$ cat src/rtl/mem_port_arbiter.sv
// Two-requester memory port arbiter: core has priority, return-stack (ras) is protected from starvation.
// Optional watchdog abort of a stalled transaction is enabled with `define MEM_ARB_TIMEOUT_EN.
module mem_port_arbiter #(
    parameter int STARVE_LIMIT   = 4,
    parameter int TIMEOUT_CYCLES = 64
) (
    input  logic        clk,
    input  logic        Rst,
    input  logic        core_rea,
    input  logic        core_wea,
    input  logic [31:0] core_addr,
    input  logic [31:0] core_din,
    input  logic [2:0]  core_storecntrl,
    output logic [31:0] core_dout,
    output logic        core_hold,
    input  logic        ras_rd,
    input  logic        ras_wr,
    input  logic [31:0] ras_addr,
    input  logic [31:0] ras_din,
    output logic [31:0] ras_dout,
    output logic        ras_rdy,
    output logic        mem_en,
    output logic        mem_wea,
    output logic [31:0] mem_addr,
    output logic [31:0] mem_din,
    output logic [2:0]  mem_storecntrl,
    input  logic [31:0] mem_dout,
    input  logic        mem_rdy,
    output logic        arb_err
);

    localparam int SW = $clog2(STARVE_LIMIT + 1);

    typedef enum logic [1:0] {
        IDLE      = 2'd0,
        CORE_BUSY = 2'd1,
        RAS_BUSY  = 2'd2
    } state_t;

    state_t        r_state;
    state_t        w_state_nxt;
    logic          w_grant_core;
    logic          w_grant_ras;
    logic          w_core_req;
    logic          w_ras_req;
    logic          w_core_ok;
    logic          w_ras_ok;
    logic          w_starved;
    logic          w_finish;
    logic          w_timeout;
    logic          w_err_evt;
    logic [31:0]   w_fin_data;
    logic [SW-1:0] r_starve;
    logic          r_core_done;
    logic          r_ras_rdy;
    logic [31:0]   r_core_dout;
    logic [31:0]   r_ras_dout;
    logic          r_mem_en;
    logic          r_mem_wea;
    logic [31:0]   r_mem_addr;
    logic [31:0]   r_mem_din;
    logic [2:0]    r_mem_sc;
    logic          r_arb_err;

    // A requester is masked in the cycle right after its completion, while it still shows the old request.
    assign w_core_req = core_rea | core_wea;
    assign w_ras_req  = ras_rd | ras_wr;
    assign w_core_ok  = w_core_req & ~r_core_done;
    assign w_ras_ok   = w_ras_req & ~r_ras_rdy;
    assign w_starved  = (r_starve >= SW'(STARVE_LIMIT));
    assign w_finish   = mem_rdy | w_timeout;
    assign w_fin_data = mem_rdy ? mem_dout : 32'h0000_0000;
    assign w_err_evt  = ((r_state == IDLE) & mem_rdy) | (ras_rd & ras_wr) | w_timeout;

`ifdef MEM_ARB_TIMEOUT_EN
    localparam int TW = (TIMEOUT_CYCLES > 1) ? $clog2(TIMEOUT_CYCLES) : 1;
    logic [TW-1:0] r_wd;

    assign w_timeout = (r_state != IDLE) & ~mem_rdy & (r_wd == TW'(TIMEOUT_CYCLES - 1));

    // Watchdog: counts busy cycles, restarted whenever the arbiter is idle.
    always_ff @(posedge clk or negedge Rst) begin
        if (!Rst) begin
            r_wd <= {TW{1'b0}};
        end else if (r_state == IDLE) begin
            r_wd <= {TW{1'b0}};
        end else begin
            r_wd <= r_wd + TW'(1);
        end
    end
`else
    assign w_timeout = 1'b0;
`endif

    // Hold follows the live request so the core stalls in the very cycle it asks; forced low in reset.
    assign core_hold = Rst & w_core_req & ~r_core_done;

    // Next-state and grant decision.
    always_comb begin
        w_state_nxt  = r_state;
        w_grant_core = 1'b0;
        w_grant_ras  = 1'b0;
        case (r_state)
            IDLE: begin
                if (w_ras_ok && (!w_core_req || w_starved)) begin
                    w_grant_ras = 1'b1;
                    w_state_nxt = RAS_BUSY;
                end else if (w_core_ok) begin
                    w_grant_core = 1'b1;
                    w_state_nxt  = CORE_BUSY;
                end else begin
                    w_state_nxt = IDLE;
                end
            end
            CORE_BUSY, RAS_BUSY: begin
                if (w_finish) begin
                    w_state_nxt = IDLE;
                end else begin
                    w_state_nxt = r_state;
                end
            end
            default: w_state_nxt = IDLE;
        endcase
    end

    // State register.
    always_ff @(posedge clk or negedge Rst) begin
        if (!Rst) begin
            r_state <= IDLE;
        end else begin
            r_state <= w_state_nxt;
        end
    end

    // Memory command: strobe for one cycle, command fields stay latched until the next grant.
    always_ff @(posedge clk or negedge Rst) begin
        if (!Rst) begin
            r_mem_en   <= 1'b0;
            r_mem_wea  <= 1'b0;
            r_mem_addr <= 32'h0000_0000;
            r_mem_din  <= 32'h0000_0000;
            r_mem_sc   <= 3'b000;
        end else if (w_grant_core) begin
            r_mem_en   <= 1'b1;
            r_mem_wea  <= core_wea;
            r_mem_addr <= core_addr;
            r_mem_din  <= core_din;
            r_mem_sc   <= core_storecntrl;
        end else if (w_grant_ras) begin
            r_mem_en   <= 1'b1;
            r_mem_wea  <= ras_wr;
            r_mem_addr <= ras_addr;
            r_mem_din  <= ras_din;
            r_mem_sc   <= 3'b010;
        end else begin
            r_mem_en   <= 1'b0;
        end
    end

    // Completion: capture read data and raise the one-cycle done indications.
    always_ff @(posedge clk or negedge Rst) begin
        if (!Rst) begin
            r_core_done <= 1'b0;
            r_ras_rdy   <= 1'b0;
            r_core_dout <= 32'h0000_0000;
            r_ras_dout  <= 32'h0000_0000;
        end else begin
            r_core_done <= (r_state == CORE_BUSY) & w_finish;
            r_ras_rdy   <= (r_state == RAS_BUSY) & w_finish;
            if ((r_state == CORE_BUSY) && w_finish) begin
                r_core_dout <= w_fin_data;
            end else begin
                r_core_dout <= r_core_dout;
            end
            if ((r_state == RAS_BUSY) && w_finish) begin
                r_ras_dout <= w_fin_data;
            end else begin
                r_ras_dout <= r_ras_dout;
            end
        end
    end

    // Starvation counter: consecutive core grants while ras keeps waiting, saturating.
    always_ff @(posedge clk or negedge Rst) begin
        if (!Rst) begin
            r_starve <= {SW{1'b0}};
        end else if (w_grant_ras || !w_ras_req) begin
            r_starve <= {SW{1'b0}};
        end else if (w_grant_core && !w_starved) begin
            r_starve <= r_starve + SW'(1);
        end else begin
            r_starve <= r_starve;
        end
    end

    // Sticky protocol error flag.
    always_ff @(posedge clk or negedge Rst) begin
        if (!Rst) begin
            r_arb_err <= 1'b0;
        end else if (w_err_evt) begin
            r_arb_err <= 1'b1;
        end else begin
            r_arb_err <= r_arb_err;
        end
    end

    assign core_dout      = r_core_dout;
    assign ras_dout       = r_ras_dout;
    assign ras_rdy        = r_ras_rdy;
    assign mem_en         = r_mem_en;
    assign mem_wea        = r_mem_wea;
    assign mem_addr       = r_mem_addr;
    assign mem_din        = r_mem_din;
    assign mem_storecntrl = r_mem_sc;
    assign arb_err        = r_arb_err;

endmodule

$ cat config.mk
export PLATFORM = sky130hd
export DESIGN_NAME = mem_port_arbiter
export DESIGN_NICKNAME = d
export VERILOG_FILES = /design/src/rtl/mem_port_arbiter.sv
export SDC_FILE = /design/constraint.sdc
export NUM_CORES = 1
export LEC_CHECK = 0
export BUFFER_PORTS_ARGS = -buffer_cell sky130_fd_sc_hd__buf_4
export CAP_MARGIN = 20
export CORE_MARGIN = 4
export CORE_UTILIZATION = 40
export DETAILED_ROUTE_END_ITERATION = 8
export PLACE_DENSITY_LB_ADDON = 0.05
export SYNTH_ARGS = -nofsm -noshare
export SYNTH_HDL_FRONTEND = slang
export SYNTH_SLANG_ARGS = --single-unit
$ cat constraint.sdc
create_clock -name clk -period 4.9 [get_ports clk]
set_input_delay 0.98 -clock clk [delete_from_list [all_inputs] [get_ports clk]]
set_output_delay 0.98 -clock clk [all_outputs]
set_load 0.005 [all_outputs]
Word-level counts from Yosys, hierarchy flattened. Cells that the tools add are included.

Reductions and logical operators: 13. Add/sub/neg operators: 1. Equal/unequal tests: 3. Muxes and demuxes: 22. Bitwise operators: 13. Order comparisons: 1.

Operators by type and width (count): 2-to-1 mux 32 bit (5); 2-to-1 mux 3 bit (4); 2-to-1 mux 1 bit (10); bitwise AND 1 bit (8); logical AND 1 bit (4); 2-to-1 mux 2 bit (2); one-hot mux 2 bit (2 select lines) (1); nonzero test 2 bit (2); adder 3 x 1 -> 3 bit, second input constant (1); greater-or-equal comparator 3 bit, second input constant (1); logical NOT 1 bit (3); bitwise OR 1 bit (3); equality test 2 x 1 -> 1 bit, second input constant (1); equality test 2 bit, second input constant (1); logical NOT 2 bit (1); logical OR 1 bit (2); != test 2 bit, second input constant (1); inverter 1 bit (2); OR reduction 2 bit (1).

Input bits: 170. Word-level logic and storage cells: 65. Flip-flop bits (word level): 141. Output and inout bits: 136.

Depth between registers and ports, before layout.
Word-level depth: 9. Depth in mapped cells: 7. Depth with buffers taken out: 5.

Least setup slack after synthesis. No wires, ideal clock.

Path type: input to output. Start: input port core_wea. End: output port core_hold. Required time: 3.920 ns. Slack: 2.573 ns. Cell stages on the path: 2. Path buffers: 0. Data arrival time: 1.347 ns. Cell sequence: o21ba_2 -> and2_1.

Word-level cells in the longest chain between the ends: 3.

Ends and longest elaborated chain: start, declared (line 10) `input logic core_wea,`; bitwise OR 1 bit (line 66) `assign w_core_req = core_rea | core_wea;`; bitwise AND 1 bit (2 in series) (line 96) `assign core_hold = Rst & w_core_req & ~r_core_done;`; end, declared (line 15) `output logic core_hold,`.

No other way between the ends.

Worst setup path after layout.
Start: input port Rst. End: output port core_hold.

Word-level cells in the longest chain between the ends: 2.

Ends and longest elaborated chain: start, declared (line 8) `input logic Rst,`; bitwise AND 1 bit (2 in series) (line 96).

No other way between the ends.

==> qor.yml <==
cts.sinks: 141
antenna_found_initial: 0
die_x_um: 137.2
path_cells: "buf_6 > and2_1 > buf_4"
yosysWarnings: 0
core_um2: 16120
routed-via-count: 6167
drc: 0
grt_overflow: 0
clk_path_buf_depth: 2
cp.arrival_ns: 1.76
p_leak_nw: 4.477
io_buffer_count: 305
nets: 1018
ys_ff_latch: 141
ys_types: 32
grt_pass1_wl_um: 34350
avgSynthCellArea_um2: 11.56
critical_path_class: "in -> out"
postLayoutCoreUtil_pct: 59.96
die_height_um: 137.2
routabilityCongestion: 0.7707
power.density_nw_per_um2: 614.5
ys_seq_area_share_pct: 52.83
cpMaxStageDelayCell: "buf_6"
ctsHoldBuffers: 0
cts_setup_buffers: 0
grtUsageTotal_pct: 23.34
slew_violations: 0
hpwl_um: 15140
grt_max_degree: 113
setup.worst_path.end_class: "output pin"
wire_per_inst_um: 21.05
netlist_instances: 578
area_growth_pct: 44.68
pin_count: 306
drive_above_1_share_pct: 49.30
wirelength_um: 22560
initial_core_util_pct: 41.44
clk_latency_ns: 0.41
cts_buffers: 17
n_antenna_cell: 0
cts_max_level: 4
firstDrtPassIters: 5
path_clk_slew_ns: 0.06
cap_violations: 0
drt_iter0_drc: 354
period_minus_slack_ns: 2.742
vias_per_cell: 5.753
cp-start-kind: "primary input"
hold_violations: 0
tightestPinTransition_ns: 1.070
synth_fp_nets: 753
syn-cell-area_um2: 6679
cts_tree: "done"
max_stage_delay_ns: 0.44
finClkSkew_ns: 0.006966
min_path_type: "reg -> reg"
cts_resized: 0
finalSetupTns_ns: 0
required_ns: 3.92
setup_viol: 0
timing.slew.headroom_pct: 28.70
crit_fanout: 63
root_buffer: "clkbuf_16"
std_cell_rows: 46
dieArea_um2: 18830
min_period_over_period_pct: 55.97
status: "complete, no violations"
rsz0062_at_grt: "false"
grt_pass1_vias: 6398
peakVddDrop_mv: 0.4384
final_antenna_net_count: 0
fmax_mhz: 364.6
[routing by layer]
metal / vias up / track usage [%] / wire [um]
met4: 0 / 11.64 / 969
met1: 3026 / 28.00 / 8529
met5: - / 0 / 0
li1: 2787 / - / -
met3: 55 / 7.232 / 2055
met2: 299 / 38.07 / 11010
[metrics by stage]
step	hold WS (ns)	setup WS [ns]	instances	instance area (um^2)	power, mW
6_report	0.5043	2.158	1072	9663	5.938
5_1_grt	0.5137	2.027	1072	9663	6.314
4_1_cts	0.5079	2.113	1071	9635	6.000
3_5_place_dp	0.4935	2.060	1039	9022	4.636
3_3_place_gp	0.4902	2.117	1039	9022	4.543
2_1_floorplan	0.4723	2.573	578	6679	3.274
[sequential cells by signal, summed over array words and instances, names as in the netlist]
name	cells
arb_err	1
mem_storecntrl	3
mem_addr	32
r_core_done	1
ras_rdy	1
mem_wea	1
r_starve	3
mem_en	1
core_dout	32
ras_dout	32
r_state	2
mem_din	32
[placed cells by master, fill, tap and decap left out, drive strengths merged, types with 4 or more instances in the layout]
| cell | instances |
|---|---|
| a2111oi | 65 |
| a311oi | 65 |
| buf | 317 |
| clkbuf | 18 |
| clkinv | 6 |
| dfrtp | 141 |
| ha | 5 |
| inv | 78 |
| mux2 | 65 |
| nand2 | 4 |
| nor4 | 65 |
[where the power goes]
group          internal, mW  switching (mW)
logic                  1.32            1.21
registers              1.74           0.331
clock network         0.813           0.523
total                  3.87            2.06
[cells in the mapped netlist]
library cell,instances,share of area [%]
dfrtp_1,141,53
clkbuf_1,52,2.9
inv_1,73,4.1
a31oi_1,1,0.094
o31ai_1,2,0.22
a32oi_1,1,0.13
or4_1,1,0.11
nand2_1,4,0.22
mux2i_1,1,0.15
nand4b_1,1,0.13
buf_6,7,1.2
a32o_1,2,0.30
a311oi_1,65,8.5
inv_2,1,0.056
nor2_1,1,0.056
buf_4,2,0.22
o21ba_2,2,0.30
and2_1,1,0.094
o21ba_4,1,0.24
a221o_1,1,0.15
buf_2,4,0.30
nand2b_1,1,0.094
a21oi_1,2,0.15
o32ai_1,1,0.13
nor4_1,65,6.1
or3_1,1,0.094
o21bai_1,2,0.22
a2111oi_0,65,8.5
a211oi_1,1,0.11
mux2_2,65,11
ha_1,5,0.94
buf_1,6,0.34
[path summary, 6_finish.rpt]
path                         startpoint            end  slack, ns  cells past startpoint
max in group asynchronous           Rst  core_dout[20]       3.32                      3
max                                 Rst      core_hold       2.16                      3
min reg2reg                ras_dout[27]   ras_dout[27]       0.50                      1
min in group asynchronous           Rst    mem_din[21]       0.54                      1
min                        ras_dout[27]   ras_dout[27]       0.50                      1
max reg2reg                  r_state[0]   mem_addr[24]       2.30                      6
[kinds of logic (layout without fill, tap and decap cells)]
| kind of cell | after synthesis | count (layout) | synth area share, % |
|---|---|---|---|
| multiplexers | 66 | 66 | 11.11 |
| buffers and inverters | 145 | 423 | 9.123 |
| flip-flops | 141 | 141 | 52.83 |
| AND/OR/NAND/NOR | 75 | 75 | 6.894 |
| AO/OA/AOI/OAI | 146 | 146 | 19.11 |
| adder cells (fa/ha/maj) | 5 | 5 | 0.9367 |
[worst max-delay path: cells and delay by family]
kind / cells / cell delay (ns)
buffers and inverters: 2 / 0.55
AND/OR/NAND/NOR: 1 / 0.21
[final cells by class]
cell class                      count  area, um^2
Sequential cell                   141        3530
Tap cell                          216       270.3
Fill cell                        1369        6452
Multi-Input combinational cell    292        2567
Inverter                           74       279.0
Clock inverter                     14       183.9
Clock buffer                       18       429.2
Timing Repair Buffer              317        2404
Note: power is estimated with default switching activity, not from simulation.
